[src/rtl/scratchpad_stream_reader.sv]
`default_nettype none
// ============================================================================
// Module   : scratchpad_stream_reader
// Brief    : Issues sequential scratchpad reads and drains the returning words
//            to a master AXI-Stream through a credit-checked output FIFO.
// Revision : 1.0 - initial release
// ============================================================================
module scratchpad_stream_reader #(
    parameter int DATA_WIDTH = 32,
    parameter int RD_LATENCY = 2,
    parameter int FIFO_DEPTH = 4
) (
    input  logic                  clk,
    input  logic                  rst,
    input  logic                  start,
    input  logic [15:0]           len,
    input  logic                  wr_busy,
    output logic                  busy,
    output logic                  done,
    output logic                  dma_rd_en,
    output logic [15:0]           dma_read_pointer,
    input  logic [DATA_WIDTH-1:0] dma_rd_data,
    output logic [DATA_WIDTH-1:0] m_axis_tdata,
    output logic                  m_axis_tvalid,
    input  logic                  m_axis_tready,
    output logic                  m_axis_tlast
);
    localparam int c_PTR_W = (FIFO_DEPTH > 1) ? $clog2(FIFO_DEPTH) : 1;
    localparam int c_CNT_W = $clog2(FIFO_DEPTH + 1);
    localparam int c_OCC_W = $clog2(FIFO_DEPTH + RD_LATENCY + 1) + 1;

    typedef enum logic [1:0] {
        S_IDLE  = 2'd0,
        S_RUN   = 2'd1,
        S_DRAIN = 2'd2
    } state_t;

    state_t                  r_state;
    state_t                  w_state_nxt;
    logic [15:0]             r_len;
    logic [15:0]             r_issued;
    logic [15:0]             r_accepted;
    logic                    r_done;
    logic [RD_LATENCY-1:0]   r_pipe;
    logic [DATA_WIDTH-1:0]   r_mem [FIFO_DEPTH];
    logic [c_PTR_W-1:0]      r_wptr;
    logic [c_PTR_W-1:0]      r_rptr;
    logic [c_CNT_W-1:0]      r_count;

    logic                    w_start_ok;
    logic                    w_start_run;
    logic                    w_push;
    logic                    w_pop;
    logic                    w_last_pop;
    logic                    w_issue;
    logic [c_OCC_W-1:0]      w_in_flight;
    logic [c_OCC_W-1:0]      w_occupied;

    assign w_start_ok  = (r_state == S_IDLE) && start;
    assign w_start_run = w_start_ok && (len != 16'd0);
    assign w_push      = r_pipe[RD_LATENCY-1];
    assign w_pop       = m_axis_tvalid && m_axis_tready;
    assign w_last_pop  = w_pop && m_axis_tlast;

    // Every word in the latency pipe already owns a FIFO slot; a pop this
    // cycle returns its slot in time for this cycle's issue decision.
    always_comb begin
        w_in_flight = '0;
        for (int i = 0; i < RD_LATENCY; i++) begin
            w_in_flight = w_in_flight + c_OCC_W'(r_pipe[i]);
        end
    end

    assign w_occupied = w_in_flight + c_OCC_W'(r_count) - c_OCC_W'(w_pop);
    assign w_issue    = (r_state == S_RUN) && !wr_busy && (r_issued < r_len)
                        && (w_occupied < c_OCC_W'(FIFO_DEPTH));

    always_ff @(posedge clk or posedge rst) begin
        if (rst) begin
            r_state <= S_IDLE;
        end else begin
            r_state <= w_state_nxt;
        end
    end

    always_comb begin
        w_state_nxt = r_state;
        case (r_state)
            S_IDLE:  if (w_start_run) w_state_nxt = S_RUN;
            S_RUN:   if (w_issue && ((r_issued + 16'd1) == r_len)) w_state_nxt = S_DRAIN;
            S_DRAIN: if (w_last_pop) w_state_nxt = S_IDLE;
            default: w_state_nxt = S_IDLE;
        endcase
    end

    always_ff @(posedge clk or posedge rst) begin
        if (rst) begin
            r_len      <= '0;
            r_issued   <= '0;
            r_accepted <= '0;
            r_done     <= 1'b0;
            r_pipe     <= '0;
        end else begin
            r_done <= (w_start_ok && (len == 16'd0)) || ((r_state == S_DRAIN) && w_last_pop);
            r_pipe <= (r_pipe << 1) | RD_LATENCY'(w_issue);
            if (w_start_run) begin
                r_len      <= len;
                r_issued   <= '0;
                r_accepted <= '0;
            end else begin
                if (w_issue) r_issued   <= r_issued + 16'd1;
                if (w_pop)   r_accepted <= r_accepted + 16'd1;
            end
        end
    end

    always_ff @(posedge clk or posedge rst) begin
        if (rst) begin
            r_wptr  <= '0;
            r_rptr  <= '0;
            r_count <= '0;
        end else begin
            if (w_push) r_wptr <= r_wptr + c_PTR_W'(1);
            if (w_pop)  r_rptr <= r_rptr + c_PTR_W'(1);
            case ({w_push, w_pop})
                2'b10:   r_count <= r_count + c_CNT_W'(1);
                2'b01:   r_count <= r_count - c_CNT_W'(1);
                default: r_count <= r_count;
            endcase
        end
    end

    always_ff @(posedge clk) begin
        if (w_push) r_mem[r_wptr] <= dma_rd_data;
    end

`ifndef SYNTHESIS
    always_ff @(posedge clk) begin
        if (!rst) begin
            assert (!(w_push && !w_pop && (r_count == c_CNT_W'(FIFO_DEPTH))));
        end
    end
`endif

    assign busy             = (r_state != S_IDLE);
    assign done             = r_done;
    assign dma_rd_en        = w_issue;
    assign dma_read_pointer = r_issued;
    assign m_axis_tvalid    = (r_count != '0);
    assign m_axis_tdata     = r_mem[r_rptr];
    assign m_axis_tlast     = m_axis_tvalid && (r_accepted == (r_len - 16'd1));

endmodule
`default_nettype wire
[config.mk]
export PLATFORM = sky130hd
export DESIGN_NAME = scratchpad_stream_reader
export DESIGN_NICKNAME = d
export VERILOG_FILES = /design/src/rtl/scratchpad_stream_reader.sv
export SDC_FILE = /design/constraint.sdc
export NUM_CORES = 1
export LEC_CHECK = 0
export ABC_CLOCK_PERIOD_IN_PS = 8750
export CORE_ASPECT_RATIO = 1.1
export CORE_UTILIZATION = 35
export DETAILED_ROUTE_END_ITERATION = 8
export PLACE_DENSITY_LB_ADDON = 0.15
export SLEW_MARGIN = 20
export SYNTH_ARGS = -nofsm -noshare
export SYNTH_HDL_FRONTEND = slang
export SYNTH_SLANG_ARGS = --single-unit
[constraint.sdc]
create_clock -name clk -period 8.75 [get_ports clk]
set_input_delay 1.3125 -clock clk [delete_from_list [all_inputs] [get_ports clk]]
set_output_delay 1.3125 -clock clk [all_outputs]
set_load 0.005 [all_outputs]
# Word-level counts from Yosys, hierarchy flattened
# Memories as Yosys holds them, arrays and structs flattened.
# Cells that the tools add are included.
[word_totals]
romBits = 0
ram_bits = 128
mem_count = 1
input_bits = 53
ff_bits = 60
out_inout_bits = 53
latchBits = 0
[memory_table]
columns = ["memory", "depth", "width", "rd", "rd_ports_with_merged_regs", "wr", "line", "text"]
rows = [
  ["r_mem", 4, 32, 1, 0, 1, "45", "logic [DATA_WIDTH-1:0] r_mem [FIFO_DEPTH];"],
]
[classes]
add_sub_neg = 10
eq_ne = 9
mul = 0
mux = 11
n_reduce_logical = 22
bitwise_logic = 1
shift = 0
order_cmp = 2
n_div = 0
[ops]
columns = ["cell", "count"]
rows = [
  ["$mux W16", 4],
  ["$add A16 B1 Y16 const B", 2],
  ["$eq A16 B16 Y1", 2],
  ["$logic_not A16 Y1", 1],
  ["$lt A16 B16 Y1", 1],
  ["$reduce_bool A16 Y1", 1],
  ["$sub A16 B1 Y16 const B", 1],
  ["$logic_and A1 B1 Y1", 11],
  ["$reduce_bool A2 Y1", 4],
  ["$mux W2", 3],
  ["$pmux W2 S3", 1],
  ["$pmux W3 S2", 1],
  ["$add A2 B1 Y2 const B", 2],
  ["$add A2 B3 Y4", 1],
  ["$eq A2 B1 Y1 const B", 2],
  ["$eq A2 B2 Y1 const B", 2],
  ["$lt A4 B3 Y1 const B", 1],
  ["$ne A2 B2 Y1 const B", 2],
  ["$sub A4 B1 Y4", 1],
  ["$add A3 B1 Y3 const B", 1],
  ["$reduce_and A3 Y1", 1],
  ["$reduce_bool A3 Y1", 1],
  ["$sub A3 B1 Y3 const B", 1],
  ["$add A1 B1 Y2", 1],
  ["other kinds (6)", 7],
]

# Logic depth before layout (Yosys ltp)
# Gate-level depths: netlist (run 1).
[depth]
depth_word = 8
mapped_depth = 15

# Least setup slack after synthesis (run 1)
# Ideal clock, no wire load.
[synth_timing]
path_type = "in2out"
start = "input m_axis_tready"
end = "output dma_rd_en"
cell_stages = 13
required_ps = 7438
arrival_time_ps = 3570
slack_ps = 3868
path_cell_list = "o31a_1 > buf_4 > ha_1 > inv_1 > ha_1 > a21o_1 > a21oi_1 > nor3b_1 > o211ai_1 > or3_1 > clkbuf_1 > inv_1 > buf_2"
[synth_between]
elab_chain_cells = 4
[synth_rtl]
columns = ["element", "line", "text"]
rows = [
  ["from (decl)", "25", "input logic m_axis_tready,"],
  ["$logic_and A1 B1 Y1", "62", "assign w_pop = m_axis_tvalid && m_axis_tready;"],
  ["via w_pop", "53", "logic w_pop;"],
  ["$sub A4 B1 Y4", "74", "assign w_occupied = w_in_flight + c_OCC_W'(r_count) - c_OCC_W'(w_pop);"],
  ["$lt A4 B3 Y1", "76", "&& (w_occupied < c_OCC_W'(FIFO_DEPTH));"],
  ["$logic_and A1 B1 Y1", "76", ""],
  ["to (decl)", "20", "output logic dma_rd_en,"],
]
# The timed path passes the listed nets, and every way through them passes these cells.

# Final worst setup path (run 1)
[layout_timing]
start = "input m_axis_tready"
end = "output dma_rd_en"
[layout_between]
elab_chain_cells = 4
[layout_rtl]
columns = ["element", "line"]
rows = [
  ["$logic_and A1 B1 Y1", "62"],
  ["$sub A4 B1 Y4", "74"],
  ["$lt A4 B3 Y1", "76"],
  ["$logic_and A1 B1 Y1", "76"],
]
# Every way passes these cells.

==> results.cfg, run 1 <==
[cts]
cts_inserted_buffers = 17
cts_hold_buf = 0
clockBufferDepth = 2
clk_latency_ns = 0.43
ctsHtreeMaxLevel = 4
clockRootBuffer = clkbuf_16
cts_resized = 0
cts_tree = yes
cts.sinks = 188
path_clk_slew_ns = 0.08
cts_setup_buffers = 0

[worst_setup_path]
worst-path-buf-inv = 4
path_delay_family = buffers and inverters
worstPathCellList = clkdlybuf4s50_1, o31a_1, ha_1, inv_1, ha_1, a21o_1, a21oi_1, nor3b_1, o211ai_1, or3_1, inv_1, clkdlybuf4s50_1
critical_path_peak_fanout = 24
reg2reg_to = dma_read_pointer[10]
r2r_start = r_count[0]
arrival_ns = 5.32
cp_slowest_cell = or3_1
cp-start-kind = primary input
regToRegSetupSlack_ns = 4.56
cp.required_ns = 7.44
worst-r2r-cell-count = 12
path_class = in -> out
slowest_delay_ns = 0.69
end_kind = primary output

[synth]
synthMuxAreaShare_pct = 8.60
yosys.area_share.simple_pct = 11.7
ys_seq_area_share_pct = 60.5
synth_edf_count = 128
synth_top_flop_cell = edfxtp_1
synth_top_family_by_area = simple AND/OR/NAND/NOR gates
ys_warn_count = 0
postSynthCellCount = 666
syn_area_per_cell_um2 = 13.3
syn_nets = 747
synth_xor_area_share_pct = 5.45
synth_cell_types = 63
synthAdderAreaFrac_pct = 4.05
synth-seq-cells = 188
synth_top_area_share_pct = 43.5
synthArstFlopShare_pct = 31.9
synth_compound_area_share_pct = 6.65
ys_top_cells_by_area = edfxtp_1, dfrtp_1, mux4_2
synth_area_mm2 = 0.00884
yosys.area.top_type = edfxtp_1

[worst_hold_path]
hold_depth = 0
hp-class = reg -> reg
hold_path_end = r_pipe[1]
hold_start = r_pipe[0]

[drt]
initialDrtViolationCount = 390
via_per_inst = 5.34
firstDrtPassIters = 4
vias = 5810
drc = 0
routedWlPerCell_um = 18.9
drt_wl_total_um = 20600
antenna_left = 0

[grt]
grt_pass1_wl_um = 32900
grt_antenna_before_repair = 0
grt_use_total_pct = 16.5
grt_max_degree = 61
first_global_vias = 6006
grt.overflow.total = 0

[pwr]
sw_frac_of_total_pct = 30.5
seqPwrFrac_pct = 41.8
combPwrFrac_pct = 28.5
p_sw_mw = 0.814
p_leak_nw = 3.99
powerDensity_mw_per_mm2 = 247
p_int_mw = 1.86
peakVddDrop_v = 0.000142
share_clk_of_total_power_pct = 29.7

[placement]
dpl-instance-area_mm2 = 0.0102
globalplace.congestion = 0.880
port_buffers = 105
dpl.hpwl_um = 14200

[sta]
setup-violations-final = 0
finalSetupTns_ns = 0
drv_slew = 0
grt_setup_unrepaired = false
slew-limit-headroom_pct = 46.3
period_minus_slack_ns = 6.64
hold_viol = 0
fin_crit_sh_pct = 75.8
worst_pin_slew_ns = 0.805
max_freq_mhz = 151
finClkSkew_ns = 0.0139

[floorplan]
ios = 106
die-area_mm2 = 0.0259
num_rows = 60
die_y_um = 169
coreArea_mm2 = 0.0246
initial_utilization_pct = 35.9
die_w_um = 154

[layout]
fillCellCount = 2277
multi_input_area_mm2 = 0.00323
fin_area_mm2 = 0.0108
diodes = 0
seqCellArea_mm2 = 0.00535
layout-drive-gt1-share_pct = 10.0
area_growth_pct = 22.5
nNetsFinal = 847

[flow_run]
cap_viol_max_count = 0

[outcome]
status = finished, final reports clean
-- kinds of logic (layout without fill, tap and decap cells) --
family          after synthesis  count (layout)
xor+xnor                     55              55
flops                       188             188
fa+ha+maj                    28              28
simple gates                201             201
compound gates               90              90
buf+inv                      68             181
mux                          36              36
-- synthesized netlist by cell type, types with 10 or more instances --
master    instances
dfrtp_1          60
ha_1             27
nand3_1          37
nor2_1           42
nand2_1          38
mux4_2           32
xor2_1           27
edfxtp_1        128
nand4_1          15
o21ai_0          32
inv_1            36
xnor2_1          28
or3_1            10
a21oi_1          12
clkbuf_1         24
nor3_1           14
-- worst max-delay path by stage --
| stage | cells past startpoint | end | from |
|---|---|---|---|
| global route | 12 | dma_rd_en | m_axis_tready |
| floorplan | 13 | dma_rd_en | m_axis_tready |
| CTS | 12 | dma_rd_en | m_axis_tready |
| detailed placement | 12 | dma_rd_en | m_axis_tready |
| finish | 12 | dma_rd_en | m_axis_tready |
| global placement | 12 | dma_rd_en | m_axis_tready |
-- routing by layer --
layer | GRT usage, % | up-vias | share of wire [%] | wire [µm]
met1 | 21.2 | 2935 | 45 | 9270
li1 | - | 2699 | - | -
met2 | 27.9 | 159 | 50 | 10200
met5 | 0 | - | 0 | 0
met4 | 5.30 | 0 | 1.3 | 276
met3 | 3.30 | 17 | 3.9 | 811
-- layout by cell type, fill, tap and decap left out, types with 4 or more instances in the layout --
cell	instances
nor3_1	14
nand3_1	37
nor4_1	5
inv_12	4
mux4_2	32
inv_1	35
clkdlybuf4s50_1	105
buf_4	8
nor3b_1	8
o21ai_0	32
dfrtp_1	59
xor2_1	27
clkbuf_16	17
mux2i_1	4
or3_1	10
xnor2_1	28
a21o_1	8
a31oi_1	4
nand2_1	38
a21oi_1	12
and2_1	6
nand4_1	15
and4_1	4
clkinv_8	4
a211o_1	4
edfxtp_1	128
ha_1	27
and3_1	8
nor2_1	42
-- area by class of cell --
cell class	count	area share (%)
clock buffer	17	3.93
clock inverter	15	1.83
inverter	36	1.25
multi-input combinational	410	29.8
sequential	188	49.4
tap	310	3.58
timing repair buffer	113	10.3
-- power by group through the flow --
stage | Sequential [mW] | Clock (mW) | Combinational [mW]
2_1_floorplan | 1.11 | 0 | 0.453
3_3_place_gp | 1.13 | 0 | 0.762
3_5_place_dp | 1.14 | 0 | 0.778
4_1_cts | 1.12 | 0.814 | 0.781
5_1_grt | 1.13 | 0.854 | 0.838
6_report | 1.12 | 0.794 | 0.762
-- per-stage QoR --
step | utilization (%) | total power [mW] | hold WS (ns) | worst slack [ns] | instances
2_1_floorplan | - | 1.56 | 0.354 | 3.87 | 666
3_3_place_gp | 41.4 | 1.89 | 0.407 | 2.24 | 1057
3_5_place_dp | 41.4 | 1.91 | 0.405 | 2.11 | 1057
4_1_cts | 44.0 | 2.71 | 0.429 | 2.10 | 1089
5_1_grt | 44.0 | 2.82 | 0.438 | 1.84 | 1089
6_report | 44.0 | 2.67 | 0.439 | 2.11 | 1089
-- registers in the layout, indices dropped and copies added, names as in the netlist --
| register | flops |
|---|---|
| r_pipe | 2 |
| r_state | 2 |
| r_wptr | 2 |
| done | 1 |
| r_len | 16 |
| r_rptr | 2 |
| r_mem | 128 |
| r_accepted | 16 |
| dma_read_pointer | 16 |
| r_count | 3 |
No activity file was read; power rests on OpenSTA's default activity.
==> run 2: changes to the inputs <==
Settings changed: ABC_CLOCK_PERIOD_IN_PS 8750 to 6710.
Clock period 8.75 ns to 6.71 ns, I/O delays scaled along.
==> results.cfg, run 2 (synthesis results as in run 1) <==
[sta]
hold_ws_ns = 0.429
grt_setup_unrepaired = false
drv_slew = 0
hold_viol = 0
finalSetupTns_ns = 0
fin_crit_sh_pct = 80.5
slew-limit-headroom_pct = 38.0
period_minus_slack_ns = 5.40
finClkSkew_ns = 0.0194
max_freq_mhz = 185
worst_pin_slew_ns = 0.930
setup-violations-final = 0

[pwr]
sw_frac_of_total_pct = 30.4
power_mw = 3.49
p_leak_nw = 4.01
seqPwrFrac_pct = 41.8
combPwrFrac_pct = 28.6
share_clk_of_total_power_pct = 29.6
powerDensity_mw_per_mm2 = 322
p_sw_mw = 1.06
p_int_mw = 2.43
peakVddDrop_v = 0.000146

[cts]
cts_setup_buffers = 0
cts.sinks = 188
cts_tree = yes
clk_latency_ns = 0.44
ctsHtreeMaxLevel = 4
clockBufferDepth = 2
cts_hold_buf = 0
cts_inserted_buffers = 17
clockRootBuffer = clkbuf_16
path_clk_slew_ns = 0.07
cts_resized = 0

[placement]
dpl.hpwl_um = 14200
globalplace.congestion = 0.857
port_buffers = 105

[worst_hold_path]
hp-class = reg -> reg

[drt]
initialDrtViolationCount = 301
drt_wl_total_um = 20400
drc = 0
firstDrtPassIters = 5
antenna_left = 0
via_per_inst = 5.31
vias = 5794
routedWlPerCell_um = 18.7

[worst_setup_path]
startpoint = m_axis_tready
critPathCapture = dma_rd_en
reg2reg_to = dma_read_pointer[14]
end_kind = primary output
worst-r2r-cell-count = 13
critical_path_peak_fanout = 14
cp-start-kind = primary input
regToRegSetupSlack_ns = 3.05
cp.required_ns = 5.70
arrival_ns = 4.39
r2r_start = r_count[0]
path_class = in -> out

[grt]
grt_util_met3_pct = 3.23
grt_util_met1_pct = 20.1
grt_antenna_before_repair = 0
grt.busiest_layer = met2
grt_pass1_wl_um = 32400
first_global_vias = 6033
grt_use_total_pct = 16.3
grt.overflow.total = 0
grt_max_degree = 61
met2_usage_pct = 28.5

[floorplan]
num_rows = 60
die_w_um = 154
die-area_mm2 = 0.0259
die_y_um = 169
ios = 106
initial_utilization_pct = 35.9
coreArea_mm2 = 0.0246

[layout]
area_growth_pct = 22.7
top_register = r_mem
diodes = 0
final_common_cell = edfxtp_1
layout_common_cells = edfxtp_1, clkdlybuf4s50_1, dfrtp_1, nor2_1, nand2_1
largest_reg_flops = 128
layout-drive-gt1-share_pct = 10.2
nNetsFinal = 849
fin_util_pct = 44.1

[outcome]
status = finished, final reports clean

[flow_run]
cap_viol_max_count = 0
[run 2: changes by cell type in the layout (fill, tap and decap cells not counted)]
cell,before,now
inv_12,4,3
clkinv_8,4,6
inv_6,3,4
clkinvlp_4,1,0
inv_8,3,2
buf_4,8,10
[run 2: how the worst min path moves through the flow]
stage,start,endpoint,cells past startpoint
after floorplan,r_pipe[0],r_pipe[1],0
after global placement,r_pipe[0],r_pipe[1],0
after detailed placement,r_pipe[0],r_pipe[1],0
after CTS,r_pipe[0],r_pipe[1],0
after global routing,r_pipe[0],r_pipe[1],0
final,r_pipe[0],r_pipe[1],0
[run 2: stage by stage]
stage / cells / worst slack [ns] / area (µm²)
2_1_floorplan: 666 / 2.44 / 8840
3_3_place_gp: 1059 / 1.33 / 10200
3_5_place_dp: 1059 / 1.30 / 10200
4_1_cts: 1091 / 1.28 / 10900
5_1_grt: 1091 / 1.09 / 10900
6_report: 1091 / 1.31 / 10900
[run 2: critical path: stages]
cell	delay (ns)
clkdlybuf4s50_1	0.41
o31a_1	0.11
buf_4	0.18
ha_1	0.37
inv_1	0.07
ha_1	0.28
a21o_1	0.16
a21oi_1	0.16
nor3b_1	0.21
o211ai_1	0.12
or3_1	0.40
inv_1	0.34
clkdlybuf4s50_1	0.59
[run 2: final cells by class]
class / instances / area [µm²]
multi-input cells: 410 / 3230
clock buffers: 17 / 425
well taps: 310 / 388
flip-flops and latches: 188 / 5350
fillers: 2257 / 13800
repair buffers: 115 / 1130
clock inverters: 15 / 204
inverters: 36 / 135
[run 2: metal layers]
metal / vias up / wire length, µm
met5: - / 0
met4: 0 / 393
met3: 29 / 828
met2: 160 / 10200
met1: 2900 / 8970
li1: 2705 / -
[run 2: power groups by stage]
stage / Clock (mW) / Sequential (mW) / Combinational [mW]
2_1_floorplan: 0 / 1.45 / 0.591
3_3_place_gp: 0 / 1.47 / 1.00
3_5_place_dp: 0 / 1.48 / 1.02
4_1_cts: 1.06 / 1.46 / 1.02
5_1_grt: 1.10 / 1.47 / 1.09
6_report: 1.03 / 1.46 / 0.997
==> run 3: changes to the inputs <==
Settings changed: ABC_CLOCK_PERIOD_IN_PS 6710 to 5450.
Clock period 6.71 ns to 5.45 ns, I/O delays scaled along.
==> results.cfg, run 3 (synthesis results as in run 1) <==
[sta]
grt_setup_unrepaired = false
period_minus_slack_ns = 4.60
worst_pin_slew_ns = 0.717
fin_crit_sh_pct = 84.4
hold_ws_ns = 0.391
finClkSkew_ns = 0.0191
layout_setup_ws_ns = 0.852
drv_slew = 0
slew-limit-headroom_pct = 52.2
hold_viol = 0
setup-violations-final = 0
finalSetupTns_ns = 0
max_freq_mhz = 218

[floorplan]
num_rows = 60
ios = 106
initial_utilization_pct = 35.9
die_y_um = 169
die-area_mm2 = 0.0259
coreArea_mm2 = 0.0246
die_w_um = 154

[layout]
diodes = 0
final_common_cell = edfxtp_1
layout_common_cells = edfxtp_1, clkdlybuf4s50_1, dfrtp_1, nor2_1, nand2_1
nNetsFinal = 850
final_cells = 1092
fin_area_mm2 = 0.0109
fin_util_pct = 44.1
area_growth_pct = 22.8
largest_reg_flops = 128
top_register = r_mem
layout-drive-gt1-share_pct = 10.4

[drt]
vias = 5774
firstDrtPassIters = 5
routedWlPerCell_um = 19.4
drt_wl_total_um = 21200
initialDrtViolationCount = 454
antenna_left = 0
via_per_inst = 5.29
drc = 0

[cts]
cts_setup_buffers = 0
cts_inserted_buffers = 17
cts.sinks = 188
clk_latency_ns = 0.44
cts_resized = 0
clockBufferDepth = 2
ctsHtreeMaxLevel = 4
path_clk_slew_ns = 0.07
clockRootBuffer = clkbuf_16
cts_tree = yes
cts_hold_buf = 0

[pwr]
power_mw = 4.33
p_leak_nw = 4.01
powerDensity_mw_per_mm2 = 398
peakVddDrop_v = 0.000195

[placement]
dpl-instance-area_mm2 = 0.0102
dpl_worst_slack_ns = 0.879
port_buffers = 105
dpl.hpwl_um = 14700
globalplace.congestion = 0.862
dp_cells = 1060

[worst_setup_path]
worst-path-buf-inv = 4
critical_path_peak_fanout = 5
path_class = in -> out
cp-start-kind = primary input
worstPathCellList = clkdlybuf4s50_1, o31a_1, ha_1, inv_1, ha_1, a21o_1, a21oi_1, nor3b_1, o211ai_1, or3_1, inv_1, clkdlybuf4s50_1
path_delay_family = buffers and inverters
cp.required_ns = 4.63
cp_slowest_cell = clkdlybuf4s50_1
arrival_ns = 3.78
end_kind = primary output
slowest_delay_ns = 0.51

[worst_hold_path]
hp-class = reg -> reg

[outcome]
status = finished, final reports clean

[grt]
first_global_vias = 6008
grt_pass1_wl_um = 33600
grt_antenna_before_repair = 0
grt_use_total_pct = 17.0
grt.overflow.total = 0
grt_max_degree = 42

[flow_run]
cap_viol_max_count = 0
==> run 3: cell count changes in the layout (fill, tap and decap cells not counted), sizes merged <==
cell,delta
clkinv,-1
buf,+1
inv,+1
==> run 3: worst paths after layout <==
| path | depth (start not counted) | to | slack [ns] | from |
|---|---|---|---|---|
| setup / recovery | 12 | dma_rd_en | 0.85 | m_axis_tready |
| hold / removal | 0 | r_pipe[1] | 0.39 | r_pipe[0] |
| setup reg to reg | 12 | r_state[0] | 1.83 | r_count[0] |
| hold reg to reg | 0 | r_pipe[1] | 0.39 | r_pipe[0] |
| max in group asynchronous | 3 | r_rptr[0] | 3.80 | rst |
| min in group asynchronous | 2 | r_accepted[9] | 0.73 | rst |
==> run 3: layer usage <==
| metal | global-route usage, % | wire length, µm |
|---|---|---|
| met1 | 21.3 | 9080 |
| met2 | 29.2 | 10800 |
| met3 | 4.12 | 1110 |
| met4 | 4.91 | 278 |
| met5 | 0 | 0 |
==> run 3: area by class of cell <==
class | count | area [µm²]
Fill cell | 2256 | 13800
Inverter | 36 | 135
Sequential cell | 188 | 5350
Clock inverter | 15 | 201
Multi-Input combinational cell | 410 | 3230
Clock buffer | 17 | 425
Timing Repair Buffer | 116 | 1130
Tap cell | 310 | 388
==> run 3: where the power goes <==
group          switching, mW  internal [mW]  total, mW
Sequential             0.162           1.68       1.84
Clock                  0.640          0.638       1.28
Combinational          0.526          0.683       1.21
Total                   1.33           3.00       4.33
